==> src/rtl/gb_instr_issuer.sv <==
// gb_instr_issuer: FIFO-buffered opcode source for the gbprocessor; issues one opcode per
// GAP+2 cycles and returns the sampled probe. Define GB_ISSUE_STATS_EN for issue/drop counters.
module gb_instr_issuer #(
  parameter int INSTR_W = 8,
  parameter int PROBE_W = 8,
  parameter int DEPTH   = 8,
  parameter int GAP     = 4
) (
  input  logic               clock,
  input  logic               reset,
  input  logic               enable,
  input  logic [INSTR_W-1:0] host_instr,
  input  logic               host_push,
  output logic               host_full,
  output logic               host_empty,
  output logic               overflow,
  output logic [INSTR_W-1:0] instruction,
  output logic               valid,
  input  logic [PROBE_W-1:0] probe,
  output logic [PROBE_W-1:0] result,
  output logic               result_valid,
`ifdef GB_ISSUE_STATS_EN
  output logic [15:0]        issued_count,
  output logic [7:0]         dropped_count,
`endif
  output logic               busy
);

  localparam int PTR_W = $clog2(DEPTH);
  localparam int CNT_W = PTR_W + 1;
  localparam int GAP_W = (GAP > 1) ? $clog2(GAP) : 1;

  typedef enum logic [1:0] {
    IDLE  = 2'd0,
    ISSUE = 2'd1,
    WAIT  = 2'd2
  } state_t;

  logic [INSTR_W-1:0] mem_q [DEPTH];
  logic [PTR_W-1:0]   wr_ptr_q;
  logic [PTR_W-1:0]   rd_ptr_q;
  logic [CNT_W-1:0]   count_q;
  logic [CNT_W-1:0]   count_d;
  logic               full_q;
  logic               empty_q;
  logic               overflow_q;
  logic               push_ok;
  logic               push_rej;
  logic               pop;

  state_t             state_q;
  logic [GAP_W-1:0]   gap_q;
  logic [INSTR_W-1:0] instr_q;
  logic               valid_q;
  logic [PROBE_W-1:0] result_q;
  logic               result_valid_q;
  logic               busy_q;

  // A full FIFO rejects the push even if the head is popped in the same cycle.
  always_comb begin
    push_ok  = host_push && !full_q;
    push_rej = host_push && full_q;
    pop      = (state_q == IDLE) && enable && !empty_q;
    count_d  = count_q;
    case ({push_ok, pop})
      2'b10:   count_d = count_q + CNT_W'(1);
      2'b01:   count_d = count_q - CNT_W'(1);
      default: count_d = count_q;
    endcase
  end

  always_ff @(posedge clock or negedge reset) begin
    if (!reset) begin
      wr_ptr_q   <= '0;
      rd_ptr_q   <= '0;
      count_q    <= '0;
      full_q     <= 1'b0;
      empty_q    <= 1'b1;
      overflow_q <= 1'b0;
    end else begin
      if (push_ok) wr_ptr_q <= wr_ptr_q + PTR_W'(1);
      if (pop)     rd_ptr_q <= rd_ptr_q + PTR_W'(1);
      count_q <= count_d;
      full_q  <= (count_d == CNT_W'(DEPTH));
      empty_q <= (count_d == '0);
      if (push_rej) overflow_q <= 1'b1;
    end
  end

  always_ff @(posedge clock) begin
    if (push_ok) mem_q[wr_ptr_q] <= host_instr;
  end

  // Issue FSM: IDLE pops, ISSUE holds the one-cycle strobe, WAIT counts GAP cycles to a stable probe.
  always_ff @(posedge clock or negedge reset) begin
    if (!reset) begin
      state_q        <= IDLE;
      gap_q          <= '0;
      instr_q        <= '0;
      valid_q        <= 1'b0;
      result_q       <= '0;
      result_valid_q <= 1'b0;
      busy_q         <= 1'b0;
    end else begin
      result_valid_q <= 1'b0;
      case (state_q)
        IDLE: begin
          if (pop) begin
            instr_q <= mem_q[rd_ptr_q];
            valid_q <= 1'b1;
            busy_q  <= 1'b1;
            state_q <= ISSUE;
          end
        end
        ISSUE: begin
          valid_q <= 1'b0;
          gap_q   <= GAP_W'(GAP - 1);
          state_q <= WAIT;
        end
        WAIT: begin
          if (gap_q == '0) begin
            result_q       <= probe;
            result_valid_q <= 1'b1;
            busy_q         <= 1'b0;
            state_q        <= IDLE;
          end else begin
            gap_q <= gap_q - GAP_W'(1);
          end
        end
        default: begin
          valid_q <= 1'b0;
          busy_q  <= 1'b0;
          state_q <= IDLE;
        end
      endcase
    end
  end

`ifdef GB_ISSUE_STATS_EN
  logic [15:0] issued_q;
  logic [7:0]  dropped_q;

  // Issue count wraps; drop count saturates so a flood of rejects stays visible.
  always_ff @(posedge clock or negedge reset) begin
    if (!reset) begin
      issued_q  <= '0;
      dropped_q <= '0;
    end else begin
      if (pop) issued_q <= issued_q + 16'd1;
      if (push_rej && (dropped_q != 8'hFF)) dropped_q <= dropped_q + 8'd1;
    end
  end

  assign issued_count  = issued_q;
  assign dropped_count = dropped_q;
`endif

  assign host_full    = full_q;
  assign host_empty   = empty_q;
  assign overflow     = overflow_q;
  assign instruction  = instr_q;
  assign valid        = valid_q;
  assign result       = result_q;
  assign result_valid = result_valid_q;
  assign busy         = busy_q;

endmodule

==> config.mk <==
export PLATFORM = sky130hd
export DESIGN_NAME = gb_instr_issuer
export DESIGN_NICKNAME = d
export VERILOG_FILES = /design/src/rtl/gb_instr_issuer.sv
export SDC_FILE = /design/constraint.sdc
export NUM_CORES = 1
export LEC_CHECK = 0
export CORE_AREA = 8 8 110 112
export CTS_BUF_LIST = sky130_fd_sc_hd__clkbuf_2 sky130_fd_sc_hd__clkbuf_4 sky130_fd_sc_hd__clkbuf_8
export CTS_CLUSTER_SIZE = 30
export DETAILED_ROUTE_END_ITERATION = 6
export DIE_AREA = 0 0 118 120
export GPL_TIMING_DRIVEN = 0
export PLACE_DENSITY_LB_ADDON = 0.25
export SLEW_MARGIN = 10
export SYNTH_ARGS = -nofsm -noshare
export SYNTH_HDL_FRONTEND = slang
export SYNTH_SLANG_ARGS = --single-unit
==> constraint.sdc <==
create_clock -name clock -period 3.9 [get_ports clock]
set_input_delay 0.975 -clock clock [delete_from_list [all_inputs] [get_ports clock]]
set_output_delay 0.975 -clock clock [all_outputs]
set_load 0.01 [all_outputs]
== After elaboration in Yosys (flattened, before gate mapping) ==
Memory sizes are Yosys's and may differ from the RTL's. A register that Yosys moved wholly into a read port is not among the register bits.
Index checks and enable logic that the tools add are counted.

* Equal/unequal tests: 8
* Add/subtract/negate cells: 5
* Bitwise logic cells: 2
* Reduce and logical (&&, ||, !) cells: 17
* Muxes and demuxes: 14

{| class="wikitable"
|+ Operators by type and width
! operator !! number
|-
| $reduce_and A2 Y1 || 5
|-
| $pmux W4 S2 || 1
|-
| $add A3 B1 Y3 const B || 2
|-
| $mux W1 || 6
|-
| $mux W2 || 3
|-
| $ne A2 B2 Y1 const B || 3
|-
| $pmux W2 S3 || 1
|-
| $add A4 B1 Y4 const B || 1
|-
| $eq A2 B1 Y1 const B || 2
|-
| $eq A2 B2 Y1 const B || 2
|-
| $eq A4 B4 Y1 const B || 1
|-
| $logic_and A1 B1 Y1 || 4
|-
| $logic_not A2 Y1 || 2
|-
| $logic_not A4 Y1 || 1
|-
| $pmux W2 S2 || 1
|-
| $sub A4 B1 Y4 const B || 1
|-
| $logic_not A1 Y1 || 3
|-
| $pmux W1 S3 || 1
|-
| $reduce_and A3 Y1 || 1
|-
| $not A1 Y1 || 2
|-
| $pmux W1 S2 || 1
|-
| $reduce_bool A2 Y1 || 1
|-
| $sub A2 B1 Y2 const B || 1
|}

* Memory bits (writable): 64
* Word-level logic and storage cells: 59
* Output and inout port bits: 22
* Bits in registers: 28
* Memories kept: 1

{| class="wikitable"
|+ Memory list
! memory !! words !! width !! rd ports !! clocked after Yosys merged registers in !! write ports !! RTL line !! RTL
|-
| mem_q || 8 || 8 || 1 || 1 || 1 || 39 || <nowiki>logic [INSTR_W-1:0] mem_q [DEPTH];</nowiki>
|}

== Logic depth before layout (Yosys ltp) ==
* Depth in word-level cells: 6
* Depth in mapped cells: 10
* Gate-level depth less buffers: 9

== Least setup slack after synthesis ==
No wires, ideal clock.

* Kind: input to register
* Start point: in enable
* End point: reg full_q, in the netlist host_full
* Setup slack: 1.033 ns
* Cell stages on the path: 9
* Arrival time: 2.725 ns
* Cell sequence: nor4b_2 > buf_2 > ha_1 > xor2_1 > ha_1 > a21oi_1 > xor2_1 > a221oi_1 > a211oi_2

* Cells in the longest elaborated chain, start to end: 5
* Elaborated cells on any way between the ends: 6

{| class="wikitable"
|+ RTL lines
! element !! RTL line !! RTL
|-
| start, declared || 11 || <nowiki>input logic enable,</nowiki>
|-
| $logic_and A1 B1 Y1 (*) (2 in series) || 63 || <nowiki>pop = (state_q == IDLE) && enable && !empty_q;</nowiki>
|-
| via pop || 49 || <nowiki>logic pop;</nowiki>
|-
| $eq A2 B1 Y1 or $eq A2 B2 Y1 (tied branches) || 65 || <nowiki>case ({push_ok, pop})</nowiki>
|-
| $pmux W4 S2 (*) || 65 ||
|-
| $eq A4 B4 Y1 (*) || 84 || <nowiki>full_q <= (count_d == CNT_W'(DEPTH));</nowiki>
|-
| end signal, assigned || 84 ||
|-
| end, declared || 44 || <nowiki>logic full_q;</nowiki>
|}

The timed path passes the listed nets; every way through them passes the cells marked *.
A chain may end at the register's enable or synchronous reset.

== Final worst setup path ==
Ends and elaborated chain as after synthesis.

==> impl_metrics.env <==
export IMPL_area_delta_synth_final_pct=19.6
export IMPL_reg2reg_from="state_q[1]$_DFFE_PN0P_"
export IMPL_io_pin_count=42
export IMPL_worst_slack_ps=631
export IMPL_insertion_delay_ps=360
export IMPL_hold_buffers=0
export IMPL_wl_per_cell_microns=17.1
export IMPL_cts_buffers_inserted=9
export IMPL_start_util_pct=38.5
export IMPL_route_met3_wl_microns=261
export IMPL_syn_cell_area_sq_um=4050
export IMPL_outcome="finished, final reports clean"
export IMPL_place_ws_ps=234
export IMPL_postCtsSetupBuffers=0
export IMPL_route_top_layer_used="met4"
export IMPL_hp_class="in -> async"
export IMPL_finalHoldViolCount=0
export IMPL_setup_viol=0
export IMPL_htree_levels=3
export IMPL_cap_viol_max_count=0
export IMPL_insertedDiodeCount=0
export IMPL_grt_pass1_vias=2354
export IMPL_ctsResizeCount=0
export IMPL_arrival_ps=3510
export IMPL_ctsRootBufferMaster="clkbuf_8"
export IMPL_crit_buf_inv=2
export IMPL_path_class="in -> reg"
export IMPL_end_kind="flip-flop"
export IMPL_grt_total_usage_pct=11.2
export IMPL_place_congestion=0.714
export IMPL_cts_tree="done"
export IMPL_synth_cells=237
export IMPL_grt_antenna_before_repair=0
export IMPL_grt_pass1_wl_microns=12400
export IMPL_grt_remaining_overflow=0
export IMPL_crit_required_ps=4140
export IMPL_cpPeakStageDelay_ps=470
export IMPL_power_density_nw_per_um2=725
export IMPL_vias=2123
export IMPL_die_h_microns=120
export IMPL_final_cell_area_sq_um=4840
export IMPL_synthFlopType="edfxtp_1"
export IMPL_startpoint="enable"
export IMPL_path_max_fanout=11
export IMPL_worstMarginPinSlew_ps=883
export IMPL_placed_area_sq_um=4660
export IMPL_hpwl_microns=5000
export IMPL_synth_async_reset_ratio_pct=36.0
export IMPL_finalCritPeriodShare_pct=83.8
export IMPL_yosysUniqueCellTypes=42
export IMPL_ys_warnings_count=0
export IMPL_totalWireLength_microns=7450
export IMPL_nets=316
export IMPL_startpoint_type="input pin"
export IMPL_die_w_microns=118
export IMPL_core_region_area_sq_um=10500
export IMPL_drc_errors=0
export IMPL_r2r_end="host_full$_DFF_PN0_"
export IMPL_firstDrtPassIters=4
export IMPL_viasPerCell=4.88
export IMPL_min_period_ps=3270
export IMPL_wl_met1_microns=3350
export IMPL_fin_skew_ps=22.2
export IMPL_regToRegSetupSlack_ps=1170
export IMPL_met2WireLength_microns=3720
export IMPL_syn_nets=263
export IMPL_vdd_drop_max_mv=0.255
export IMPL_cp_cell_sequence="clkdlybuf4s50_1 > nor4b_2 > buf_2 > ha_1 > xor2_1 > ha_1 > a21oi_1 > xor2_1 > a221oi_1 > a211oi_2"
export IMPL_drtAntennaViolNets=0
export IMPL_rows=38
export IMPL_fmax_mhz=306
export IMPL_die_area_sq_um=14200
export IMPL_synth_edff_count=64
export IMPL_critPathSlowestCell="clkdlybuf4s50_1"
export IMPL_reg2reg_depth=10
export IMPL_cpLargestDelayFamily="buffers and inverters"
export IMPL_grt_max_degree=29
export IMPL_p_leak_nw=1.75
export IMPL_clockBufferDepth=2
export IMPL_utilization_pct=46.0
export IMPL_setup_tns_ps=0
export IMPL_clock_sinks=100
export IMPL_seq_area_frac_synth_pct=69.8
export IMPL_synth_seq_cells=100
export IMPL_slew_headroom_pct=40.9
export IMPL_dr_first_iter_drc_count=101
export IMPL_drive_gt1_share_pct=19.0
export IMPL_clk_pin_slew_ps=110
export IMPL_postSynthAreaPerCell_sq_um=17.1
export IMPL_drv_slew=0
export IMPL_rsz0062_at_grt="false"
export IMPL_io_buffers=41
-- report_power, final --
part / internal [mW] / switching (mW) / total, mW
Clock: 0.260 / 0.354 / 0.614
Combinational: 0.682 / 0.655 / 1.34
Sequential: 1.42 / 0.140 / 1.56
-- cell type report --
type                    instances  area (sq um)
plain buffers                  10          60.1
clock buffers                  11           145
clock inverters                 5          36.3
fillers                       928          5670
inverters                       6          22.5
multi-input cells             121          1150
flip-flops and latches        100          2820
well taps                     140           175
repair buffers                 42           425
-- cell usage in the layout (no fill, tap or decap), types with 2 or more instances in the layout --
master / n
edfxtp_1: 64
clkdlybuf4s50_1: 40
dfrtp_1: 35
nor2_1: 18
mux4_2: 16
clkbuf_8: 10
a21oi_1: 9
nand2_1: 9
mux2i_1: 9
mux2_2: 7
buf_2: 6
ha_1: 6
inv_1: 5
xor2_1: 5
nand2b_1: 4
mux2_1: 4
xnor2_1: 3
a32oi_1: 3
o21ai_0: 3
clkbuf_1: 2
and2b_1: 2
nand3b_1: 2
nor3_2: 2
buf_6: 2
a21o_1: 2
-- sequential cells by signal, summed over array words and instances (netlist names) --
name and cells:
busy 1, count_q 4, gap_q 2, host_empty 1
host_full 1, instruction 8, mem_q 64, overflow 1
rd_ptr_q 3, result 8, result_valid 1, state_q 2
valid 1, wr_ptr_q 3
-- kinds of logic (layout without fill, tap and decap cells) --
logic type               count (synthesis)  after routing  share of synthesized area, %
multiplexers                            36             36                          14.2
adder cells (fa/ha/maj)                  6              6                          1.86
AND/OR/NAND/NOR                         45             45                          5.81
XOR/XNOR                                 8              8                          1.73
flip-flops                             100            100                          69.8
AO/OA/AOI/OAI                           26             26                          4.55
buffers and inverters                   16             74                          2.04
-- layer usage --
metal,vias to the layer above,GRT usage (%)
li1,1008,-
met1,1059,13.6
met2,44,19.0
met3,12,2.82
met4,0,4.40
met5,-,0
-- worst reg2reg max path: stages (launching register included) --
cell and delay, ps:
dfrtp_1 370, buf_2 160, nor4b_2 380, buf_2 330
ha_1 300, xor2_1 170, ha_1 160, a21oi_1 40
xor2_1 170, a221oi_1 450, a211oi_2 100
-- cell usage after synthesis, types with 2 or more instances --
cell type | count | share of area, %
a21o_1 | 2 | 0.37
a21oi_1 | 9 | 1.1
a32oi_1 | 3 | 0.65
and2b_1 | 2 | 0.37
buf_2 | 5 | 0.62
buf_6 | 2 | 0.56
clkbuf_1 | 2 | 0.19
dfrtp_1 | 35 | 22
edfxtp_1 | 64 | 48
ha_1 | 6 | 1.9
inv_1 | 5 | 0.46
mux2_1 | 4 | 1.1
mux2_2 | 7 | 1.9
mux2i_1 | 9 | 2.2
mux4_2 | 16 | 8.9
nand2_1 | 9 | 0.84
nand2b_1 | 4 | 0.62
nand3b_1 | 2 | 0.37
nor2_1 | 18 | 1.7
nor3_1 | 3 | 0.37
o21ai_0 | 3 | 0.37
xnor2_1 | 3 | 0.65
xor2_1 | 5 | 1.1
-- how the worst max path moves through the flow --
stage,endpoint,cells after the start
after global routing,host_empty$_DFF_PN1_,10
after CTS,host_full$_DFF_PN0_,10
final,host_full$_DFF_PN0_,10
after global placement,host_full$_DFF_PN0_,10
after detailed placement,host_full$_DFF_PN0_,10
after floorplan,host_full$_DFF_PN0_,9
-- metrics by stage --
stage / total power [mW] / instances / hold WS (ps)
5_1_grt: 3.76 / 435 / 443
3_3_place_gp: 2.91 / 418 / 439
2_1_floorplan: 2.44 / 237 / 480
4_1_cts: 3.56 / 435 / 446
3_5_place_dp: 2.95 / 419 / 445
6_report: 3.51 / 435 / 448
(Power assumes the default switching activity.)
